<file path="src/rtl/nfc_rb_monitor.sv">
// NAND R/B- monitor: per-way synchroniser, glitch filter, edge pulses and sticky busy timeout.
// Raw-to-oReadyBusy latency is SyncStages+FilterCycles edges; status-only block with no flow control.
module nfc_rb_monitor #(
  parameter int NumberOfWays = 4,
  parameter int SyncStages   = 2,
  parameter int FilterCycles = 4,
  parameter int TimeoutWidth = 20
) (
  input  logic                    iSystemClock,
  input  logic                    iModuleResetN,
  input  logic [NumberOfWays-1:0] iRBFromPad,
  input  logic [TimeoutWidth-1:0] iTimeoutLimit,
  input  logic [NumberOfWays-1:0] iTimeoutClear,
  output logic [NumberOfWays-1:0] oReadyBusy,
  output logic [NumberOfWays-1:0] oReadyRise,
  output logic [NumberOfWays-1:0] oBusyFall,
  output logic [NumberOfWays-1:0] oTimeout,
  output logic                    oAllReady
);

  localparam int FW = (FilterCycles > 1) ? $clog2(FilterCycles) : 1;
  localparam logic [FW-1:0]           FiltLast = FW'(FilterCycles - 1);
  localparam logic [TimeoutWidth-1:0] CntOne   = TimeoutWidth'(1);

  typedef enum logic [1:0] {
    ST_READY   = 2'd0,
    ST_BUSY    = 2'd1,
    ST_TIMEOUT = 2'd2
  } state_e;

  for (genvar w = 0; w < NumberOfWays; w++) begin : g_way
    logic [SyncStages-1:0]   sync_q;
    logic                    sync_s;
    logic [FW-1:0]           filt_q, filt_d;
    logic                    ready_q, ready_d;
    logic                    rise_q, rise_d;
    logic                    fall_q, fall_d;
    state_e                  state_q;
    logic [TimeoutWidth-1:0] cnt_q;
    logic                    timeout_q;
    logic                    limit_hit;
    logic                    tmo_set;

    always_ff @(posedge iSystemClock or negedge iModuleResetN) begin
      if (!iModuleResetN) begin
        sync_q <= '1;
      end else begin
        sync_q <= {sync_q[SyncStages-2:0], iRBFromPad[w]};
      end
    end

    assign sync_s = sync_q[SyncStages-1];

    // Any edge where the synchronised level agrees with the output restarts the stability count.
    always_comb begin
      filt_d  = '0;
      ready_d = ready_q;
      rise_d  = 1'b0;
      fall_d  = 1'b0;
      if (sync_s != ready_q) begin
        if (filt_q == FiltLast) begin
          ready_d = sync_s;
          rise_d  = sync_s;
          fall_d  = ~sync_s;
        end else begin
          filt_d = filt_q + 1'b1;
        end
      end
    end

    always_ff @(posedge iSystemClock or negedge iModuleResetN) begin
      if (!iModuleResetN) begin
        filt_q  <= '0;
        ready_q <= 1'b1;
        rise_q  <= 1'b0;
        fall_q  <= 1'b0;
      end else begin
        filt_q  <= filt_d;
        ready_q <= ready_d;
        rise_q  <= rise_d;
        fall_q  <= fall_d;
      end
    end

    // Equality against the live limit: lowering it below the count never fires.
    assign limit_hit = (iTimeoutLimit != '0) && (cnt_q == iTimeoutLimit);
    assign tmo_set   = (state_q == ST_BUSY) && limit_hit;

    always_ff @(posedge iSystemClock or negedge iModuleResetN) begin
      if (!iModuleResetN) begin
        state_q   <= ST_READY;
        cnt_q     <= '0;
        timeout_q <= 1'b0;
      end else begin
        if (tmo_set) begin
          timeout_q <= 1'b1;
        end else if (iTimeoutClear[w]) begin
          timeout_q <= 1'b0;
        end
        case (state_q)
          ST_READY: begin
            if (fall_d) begin
              state_q <= ST_BUSY;
              cnt_q   <= CntOne;
            end
          end
          ST_BUSY, ST_TIMEOUT: begin
            if (rise_d) begin
              state_q <= ST_READY;
              cnt_q   <= '0;
            end else begin
              if (tmo_set) begin
                state_q <= ST_TIMEOUT;
              end
              cnt_q <= (&cnt_q) ? cnt_q : cnt_q + CntOne;
            end
          end
          default: begin
            state_q <= ST_READY;
            cnt_q   <= '0;
          end
        endcase
      end
    end

    assign oReadyBusy[w] = ready_q;
    assign oReadyRise[w] = rise_q;
    assign oBusyFall[w]  = fall_q;
    assign oTimeout[w]   = timeout_q;
  end

  assign oAllReady = &oReadyBusy;

endmodule
</file>
<file path="config.mk">
export PLATFORM = sky130hd
export DESIGN_NAME = nfc_rb_monitor
export DESIGN_NICKNAME = d
export VERILOG_FILES = /design/src/rtl/nfc_rb_monitor.sv
export SDC_FILE = /design/constraint.sdc
export NUM_CORES = 1
export LEC_CHECK = 0
export BUFFER_PORTS_ARGS = -buffer_cell sky130_fd_sc_hd__buf_2
export CORE_MARGIN = 3
export CORE_UTILIZATION = 45
export CTS_CLUSTER_DIAMETER = 200
export DETAILED_ROUTE_END_ITERATION = 8
export GPL_ROUTABILITY_DRIVEN = 0
export HOLD_SLACK_MARGIN = 0.1
export PLACE_DENSITY = 0.68
export SETUP_SLACK_MARGIN = 0.5
export SYNTH_ARGS = -nofsm -noshare
export SYNTH_HDL_FRONTEND = slang
export SYNTH_SLANG_ARGS = --single-unit
export TNS_END_PERCENT = 5
</file>
<file path="constraint.sdc">
create_clock -name iSystemClock -period 2.1 [get_ports iSystemClock]
set_input_delay 0.21 -clock iSystemClock [delete_from_list [all_inputs] [get_ports iSystemClock]]
set_output_delay 0.21 -clock iSystemClock [all_outputs]
set_load 0.02 [all_outputs]
</file>
==> results.json, run 1 <==
{
  "status": "completed",
  "synth_edf_count": 0,
  "crit_type": "reg -> reg",
  "crit_path_start_kind": "register",
  "peakVddDrop_mv": 0.6123,
  "ios": 47,
  "finalPower_mw": 8.988,
  "area_growth_pct": 23.06,
  "drt_first_pass_iters": 8,
  "wl_um": 20850,
  "cts_num_sinks": 120,
  "port_buffers": 46,
  "fmax_mhz": 510.8,
  "routed_via_density": 5.845,
  "fin_crit_ns": 1.958,
  "syn_inst": 850,
  "synth_seq_area_share_pct": 39.84,
  "setup_ws_ns": 0.1421,
  "htreeDepth": 4,
  "vias": 6798,
  "ys_types": 63,
  "hold_depth": 0,
  "required_ns": 2.41,
  "p_leak_nw": 4.004,
  "diodes": 0,
  "drt_iter0_drc": 617,
  "filler_cell_count": 1425,
  "synthArstFlopShare_pct": 100.0,
  "synthesis.area_um2": 7575,
  "most-common-layout-cells": "dfrtp_1, buf_4, xnor2_1",
  "antenna_found_initial": 0,
  "die_h_um": 135.7,
  "drv_cap": 0,
  "cts_buffer_depth": 2,
  "cts_tree": "done",
  "yosysWarnings": 0,
  "reg2reg_setup_slack_ns": 0.14,
  "min_to": "g_way[3].sync_q[1]",
  "tns_ns": 0,
  "dp.cells": 1098,
  "cts-root-buf": "clkbuf_16",
  "ff_latch_area_um2": 3028,
  "fp.dieW_um": 135.7,
  "grt_pass1_wl_um": 33130,
  "hpwl_um": 13950,
  "slew_viol_final": 0,
  "cts_buffers": 17,
  "grt_use_total_pct": 22.80,
  "rsz0062_at_grt": "yes",
  "synth_seq_cells": 120,
  "min_from": "g_way[3].sync_q[0]",
  "clkTransAtPathRegs_ns": 0.05,
  "place_ws_ns": 0.1263,
  "finalSetupViolations": 0,
  "dieArea_um2": 18430,
  "period_share_pct": 93.23,
  "synth_area_per_cell_um2": 8.911,
  "drt.antenna.violating_nets": 0,
  "endpoint_kind": "register",
  "finalHoldViolCount": 0,
  "ff2ff_path_depth": 7,
  "grt_pass1_vias": 6320,
  "synth_ff_type": "dfrtp_1",
  "drt-wirelength-per-cell_um": 17.93,
  "hold_path.class": "reg -> reg",
  "grt_max_degree": 121,
  "final_common_cell": "dfrtp_1",
  "p_per_area_nw_per_um2": 964.2,
  "regToRegStartpoint": "g_way[3].cnt_q[1]",
  "clk_latency_ns": 0.42,
  "cp_max_fo": 15,
  "instances_no_fill": 1163,
  "drive_gt1_share_pct": 24.71,
  "relSlewSlack_pct": 55.38,
  "fp.coreArea_um2": 16170,
  "post-route-drc-count": 0,
  "fin_nets": 984,
  "grt-ovfl-total": 0,
  "hold-worst-slack_ns": 0.3558,
  "start_util_pct": 46.84,
  "rr_endpoint": "g_way[3].cnt_q[8]",
  "multi_input_area_um2": 4223,
  "rows": 46,
  "cp.arrival_ns": 2.26,
  "fin_skew_ns": 0.01092,
  "syn_nets": 900,
  "worst_slew_pin_slew_ns": 0.6693
}
==> flip-flops by register name (all words and copies together) (netlist names) <==
signal,flops
g_way.cnt_q,80
g_way.fall_q,4
g_way.filt_q,8
g_way.ready_q,4
g_way.rise_q,4
g_way.state_q,8
g_way.sync_q,8
g_way.timeout_q,4
==> report_power, final <==
group	switching [mW]	internal, mW	leakage, nW
clock network	1.06	2.13	0.303
logic	1.74	1.27	2.10
registers	0.199	2.59	1.60
==> area by class of cell <==
cell class	instances	share of cell area, %
clock buffer	20	4.792
clock inverter	12	2.134
inverter	33	1.329
multi-input combinational	619	45.30
sequential	120	32.48
tap	216	2.899
timing repair buffer	143	11.06
==> critical path, cell delays in order, from the launching register on <==
cell and delay [ns]:
dfrtp_1 0.38, ha_2 0.21, and3_4 0.20, nand4_1 0.15
nor4_2 0.07, or3_1 0.39, buf_6 0.17, o41ai_2 0.29
==> worst max path at each step <==
stage          cells past startpoint                 end           startpoint  slack (ns)
6_report                           7   g_way[3].cnt_q[8]    g_way[3].cnt_q[1]        0.14
5_1_grt                            7  g_way[0].cnt_q[18]   g_way[0].filt_q[0]        0.06
4_1_cts                            7  g_way[0].cnt_q[17]    g_way[0].cnt_q[1]        0.12
3_5_place_dp                       7   g_way[3].cnt_q[8]  g_way[3].state_q[0]        0.13
3_3_place_gp                       6  g_way[1].cnt_q[16]    g_way[1].cnt_q[4]        0.15
2_1_floorplan                      8  g_way[3].cnt_q[10]    g_way[3].cnt_q[0]        0.20
==> synthesized netlist by cell type (14+ instances only) <==
cell | instances | share of area, %
nand4_1 | 37 | 3.1
a21oi_1 | 25 | 1.7
nand2_1 | 51 | 2.5
buf_4 | 17 | 1.7
o21ai_0 | 78 | 5.2
nor2_1 | 61 | 3.0
clkbuf_1 | 28 | 1.4
a31oi_1 | 22 | 1.8
and3_1 | 17 | 1.4
nor4_1 | 14 | 1.2
xnor2_1 | 72 | 8.3
nand3_1 | 43 | 2.8
o31ai_1 | 40 | 4.0
ha_1 | 20 | 3.3
buf_2 | 27 | 1.8
inv_1 | 33 | 1.6
xor2_1 | 14 | 1.6
dfrtp_1 | 108 | 36
==> kinds of logic after synthesis <==
group | share of synthesized area [%]
flops | 39.84
simple gates | 20.02
mux | 0.5616
fa+ha+maj | 3.304
compound gates | 19.19
buf+inv | 7.136
xor+xnor | 9.944
==> routing by layer <==
layer / part of all wire, % / track usage [%] / vias up
met5: 0 / 0 / -
met4: 2.4 / 6.943 / 0
met3: 6.6 / 5.461 / 34
met2: 47 / 36.28 / 221
met1: 44 / 30.94 / 3292
li1: - / - / 3251
==> repair_timing <==
item | 4_1_cts | 5_1_grt
resized for setup | 33 | 42
endpoints found under the hold margin | 116 | 0
endpoints found under the setup margin | 92 | 93
pin swaps | 12 | 20
cloned | 1 | 1
hold buffers | 9 | 0
buffers inserted | 6 | 16
==> stage by stage <==
step / area, um^2 / utilization, %
3_3_place_gp: 8169 / 50.51
5_1_grt: 9321 / 57.64
6_report: 9321 / 57.64
2_1_floorplan: 7596 / -
4_1_cts: 9016 / 55.75
3_5_place_dp: 8169 / 50.51
(Power assumes the default switching activity.)
==> run 2: changes to the inputs <==
- BUFFER_PORTS_ARGS: -buffer_cell sky130_fd_sc_hd__buf_2 -> default
- DONT_BUFFER_PORTS: default -> 1
- PLACE_DENSITY: 0.68 -> 0.66
==> results.json, run 2 (synthesized netlist as in run 1, its figures left out) <==
{
  "status": "finished with violations",
  "violations": "hold timing",
  "cts_tree": "done",
  "cts_num_sinks": 120,
  "critPathTopFamily": "compound AO/OA/AOI/OAI gates",
  "hold-worst-slack_ns": -0.5152,
  "required_ns": 2.44,
  "most-common-layout-cells": "dfrtp_1, buf_4, xnor2_1",
  "diodes": 0,
  "cp.arrival_ns": 2.33,
  "final_common_cell": "dfrtp_1",
  "clk_latency_ns": 0.43,
  "hpwl_um": 13770,
  "period_share_pct": 94.61,
  "cts_buffer_depth": 2,
  "cp_max_fo": 7,
  "grt_use_total_pct": 22.51,
  "finalPower_mw": 8.416,
  "grt_max_degree": 121,
  "crit_path_start_kind": "register",
  "p_leak_nw": 3.682,
  "regMostFlops": "g_way.cnt_q",
  "fp.coreArea_um2": 16170,
  "drt_iter0_drc": 496,
  "worstPathCellList": "ha_4, nand4_1, or3_4, o41ai_4, buf_4, o21ai_0, o21ai_1",
  "worst-path-buf-inv": 1,
  "start_util_pct": 46.84,
  "endpoint_kind": "register",
  "slew_viol_final": 0,
  "p_per_area_nw_per_um2": 951.7,
  "drv_cap": 0,
  "dp.cells": 1055,
  "worst_slew_pin_slew_ns": 0.5410,
  "ios": 47,
  "fin_crit_ns": 1.987,
  "grt_pass1_wl_um": 33000,
  "hold_path.class": "in -> async",
  "clkTransAtPathRegs_ns": 0.06,
  "finalSetupViolations": 0,
  "port_buffers": 0,
  "drt.antenna.violating_nets": 0,
  "fin_nets": 928,
  "drive_gt1_share_pct": 18.18,
  "rsz0062_at_grt": "yes",
  "drt_first_pass_iters": 5,
  "cts-root-buf": "clkbuf_16",
  "crit_slowest_cell": "o41ai_4",
  "instances_no_fill": 1107,
  "finalHoldViolCount": 120,
  "max_stage_delay_ns": 0.44,
  "hold_buffers": 8,
  "fmax_mhz": 503.3,
  "fin_skew_ns": 0.01202,
  "wl_um": 20020,
  "area_growth_pct": 16.75,
  "peakVddDrop_mv": 0.7272,
  "htreeDepth": 4,
  "dieArea_um2": 18430,
  "rows": 46,
  "relSlewSlack_pct": 63.84,
  "die_h_um": 135.7,
  "grt_pass1_vias": 6196,
  "cts_buffers": 17,
  "drt-wirelength-per-cell_um": 18.08,
  "antenna_found_initial": 0,
  "largest_reg_flops": 80,
  "crit_type": "reg -> reg",
  "grt-ovfl-total": 0,
  "fp.dieW_um": 135.7,
  "routed_via_density": 5.884,
  "fin_area_um2": 8843,
  "placed_cell_area_um2": 7959,
  "tns_ns": 0,
  "vias": 6514,
  "post-route-drc-count": 0
}
run 2: cell types whose count changed in the layout (fill, tap and decap cells not counted), moves of 3 or more:
cell     previous run  this run
ha_1               14        17
dfrtp_2             8         1
o21ai_1            25        29
buf_4              77        73
buf_2              46         1
buf_6              10         4
o21ai_2             4         1
dfrtp_1           100       107
run 2: metrics by stage:
stage	utilization (%)	worst slack, ns
after global routing	54.68	0.003033
after global placement	49.21	0.1515
after CTS	54.15	0.1646
after detailed placement	49.21	0.07533
after floorplan	-	0.1987
final	54.68	0.1133
run 2: final timing paths:
kind / startpoint / endpoint / slack [ns] / cells after the start
worst max-delay path: g_way[0].cnt_q[1] / g_way[0].cnt_q[7] / 0.11 / 7
worst min-delay path: iModuleResetN / g_way[0].cnt_q[2] / -0.52 / 0
worst max register to register: g_way[0].cnt_q[1] / g_way[0].cnt_q[7] / 0.11 / 7
worst min register to register: g_way[3].sync_q[0] / g_way[3].sync_q[1] / 0.35 / 0
max in group asynchronous: iModuleResetN / g_way[3].sync_q[0] / 2.39 / 0
min in group iSystemClock: iTimeoutLimit[18] / g_way[0].timeout_q / 0.23 / 4
run 2: repair_timing:
action,in CTS,in global routing
setup endpoints to repair,92,93
gates resized for setup,12,34
setup buffers,7,3
pin swaps,9,3
cloned,1,1
endpoints found under the hold margin,128,120
run 2: layer usage:
metal / share of wire (%) / track usage, %
met5: 0 / 0
met4: 1.3 / 5.319
met3: 6.7 / 6.389
met2: 47 / 34.96
met1: 46 / 31.29
run 2: power by group:
part / switching (mW) / internal (mW)
registers: 0.240 / 2.58
logic: 1.49 / 1.09
clock network: 1.11 / 1.90
total: 2.84 / 5.58
run 2: cell type report:
cell class,count,area (um^2)
clock buffers,18,439.2
repair buffers,87,698.2
clock inverters,14,172.7
flip-flops and latches,120,3019
multi-input cells,619,4120
fillers,1445,7330
well taps,216,270.3
inverters,33,123.9
==> run 3: changes to the inputs <==
- PLACE_DENSITY: 0.66 -> default
==> results.json, run 3 (synthesized netlist as in run 1, its figures left out) <==
{
  "grt_max_degree": 121,
  "clk_latency_ns": 0.43,
  "hold_path.class": "in -> async",
  "start_util_pct": 46.84,
  "cp.arrival_ns": 2.40,
  "clkTransAtPathRegs_ns": 0.06,
  "p_comb_share_pct": 35.2,
  "ios": 47,
  "slew_viol_final": 0,
  "grt_pass1_vias": 6672,
  "p_per_area_nw_per_um2": 923.6,
  "drive_gt1_share_pct": 21.97,
  "hold-worst-slack_ns": -0.5180,
  "wl_um": 22300,
  "most-common-layout-cells": "dfrtp_1, buf_4, xnor2_1",
  "drv_cap": 0,
  "status": "finished with violations",
  "cts_num_sinks": 120,
  "drt_iter0_drc": 579,
  "final_core_util_pct": 56.79,
  "worst_slew_pin_slew_ns": 0.4911,
  "p_sw_mw": 2.917,
  "drt_first_pass_iters": 7,
  "diodes": 0,
  "final_common_cell": "dfrtp_1",
  "htreeDepth": 4,
  "grt_pass1_wl_um": 34730,
  "routed_via_density": 6.083,
  "period_share_pct": 97.84,
  "finalPower_mw": 8.483,
  "dieArea_um2": 18430,
  "rsz0062_at_grt": "yes",
  "grt_use_total_pct": 24.19,
  "port_buffers": 0,
  "endpoint_kind": "register",
  "place_ws_ns": 0.08818,
  "die_h_um": 135.7,
  "crit_path_start_kind": "register",
  "required_ns": 2.45,
  "p_seq_share_pct": 33.5,
  "largest_reg_flops": 80,
  "cts_buffers": 17,
  "finalHoldViolCount": 120,
  "fp.dieW_um": 135.7,
  "fmax_mhz": 486.7,
  "area_growth_pct": 21.26,
  "cts-root-buf": "clkbuf_16",
  "post-route-drc-count": 0,
  "fin_crit_ns": 2.055,
  "internal_power_mw": 5.566,
  "hpwl_um": 14900,
  "drt.antenna.violating_nets": 0,
  "tns_ns": 0,
  "hold_buffers": 8,
  "rows": 46,
  "grt-ovfl-total": 0,
  "violations": "hold timing",
  "setup_ws_ns": 0.04538,
  "placed_cell_area_um2": 8021,
  "reg2reg_setup_slack_ns": 0.05,
  "p_leak_nw": 3.866,
  "antenna_found_initial": 0,
  "vias": 6880,
  "cts_buffer_depth": 2,
  "fp.coreArea_um2": 16170,
  "cp_max_fo": 7,
  "drt-wirelength-per-cell_um": 19.72,
  "crit_type": "reg -> reg",
  "peakVddDrop_mv": 0.6405,
  "power.share.switching_pct": 34.39,
  "clkPwrFrac_pct": 31.3,
  "fin_area_um2": 9185,
  "fin_skew_ns": 0.01203,
  "cts_tree": "done",
  "finalSetupViolations": 0,
  "dp.cells": 1060,
  "relSlewSlack_pct": 67.01,
  "fin_nets": 952,
  "regMostFlops": "g_way.cnt_q",
  "instances_no_fill": 1131
}
==> run 3: final timing paths <==
kind / startpoint / end / depth (start not counted)
worst max-delay path: g_way[0].cnt_q[0] / g_way[0].cnt_q[6] / 7
worst min-delay path: iModuleResetN / g_way[0].rise_q / 0
worst max register to register: g_way[0].cnt_q[0] / g_way[0].cnt_q[6] / 7
worst min register to register: g_way[1].sync_q[0] / g_way[1].sync_q[1] / 0
max in group asynchronous: iModuleResetN / g_way[3].ready_q / 0
min in group iSystemClock: iTimeoutLimit[13] / g_way[3].state_q[1] / 5
==> run 3: area by class of cell <==
class / instances / area, um^2
Timing Repair Buffer: 111 / 940.9
Clock inverter: 3 / 15.01
Tap cell: 216 / 270.3
Inverter: 33 / 123.9
Sequential cell: 120 / 3022
Fill cell: 1410 / 6988
Multi-Input combinational cell: 619 / 4293
Clock buffer: 29 / 520.5
==> run 3: power by group through the flow <==
stage | clock network, mW | registers, mW | logic, mW
4_1_cts | 2.71 | 2.81 | 2.64
3_3_place_gp | 0 | 2.83 | 2.44
5_1_grt | 2.83 | 2.87 | 3.29
3_5_place_dp | 0 | 2.85 | 2.52
6_report | 2.66 | 2.84 | 2.99
2_1_floorplan | 0 | 2.80 | 1.80
==> run 3: what timing repair did <==
action | 4_1_cts | 5_1_grt
hold endpoints to repair | 128 | 120
resized for setup | 21 | 62
setup endpoints to repair | 91 | 93
pin swaps | 9 | 12
cloned | 2 | 4
setup buffers | 7 | 18
==> run 3: critical path: stages (launching register included) <==
cell and delay, ns:
dfrtp_1 0.40, ha_4 0.15, nand4_1 0.12, or3_4 0.43, o41ai_4 0.46, buf_4 0.23, o21ai_0 0.09, o21ai_1 0.08
==> run 3: per-layer routing <==
metal	vias to the layer above	share of wire, %	GRT usage (%)
li1	3188	-	-
met1	3376	41	29.59
met2	263	47	38.72
met3	53	8.3	8.247
met4	0	3.2	10.92
met5	-	0	0
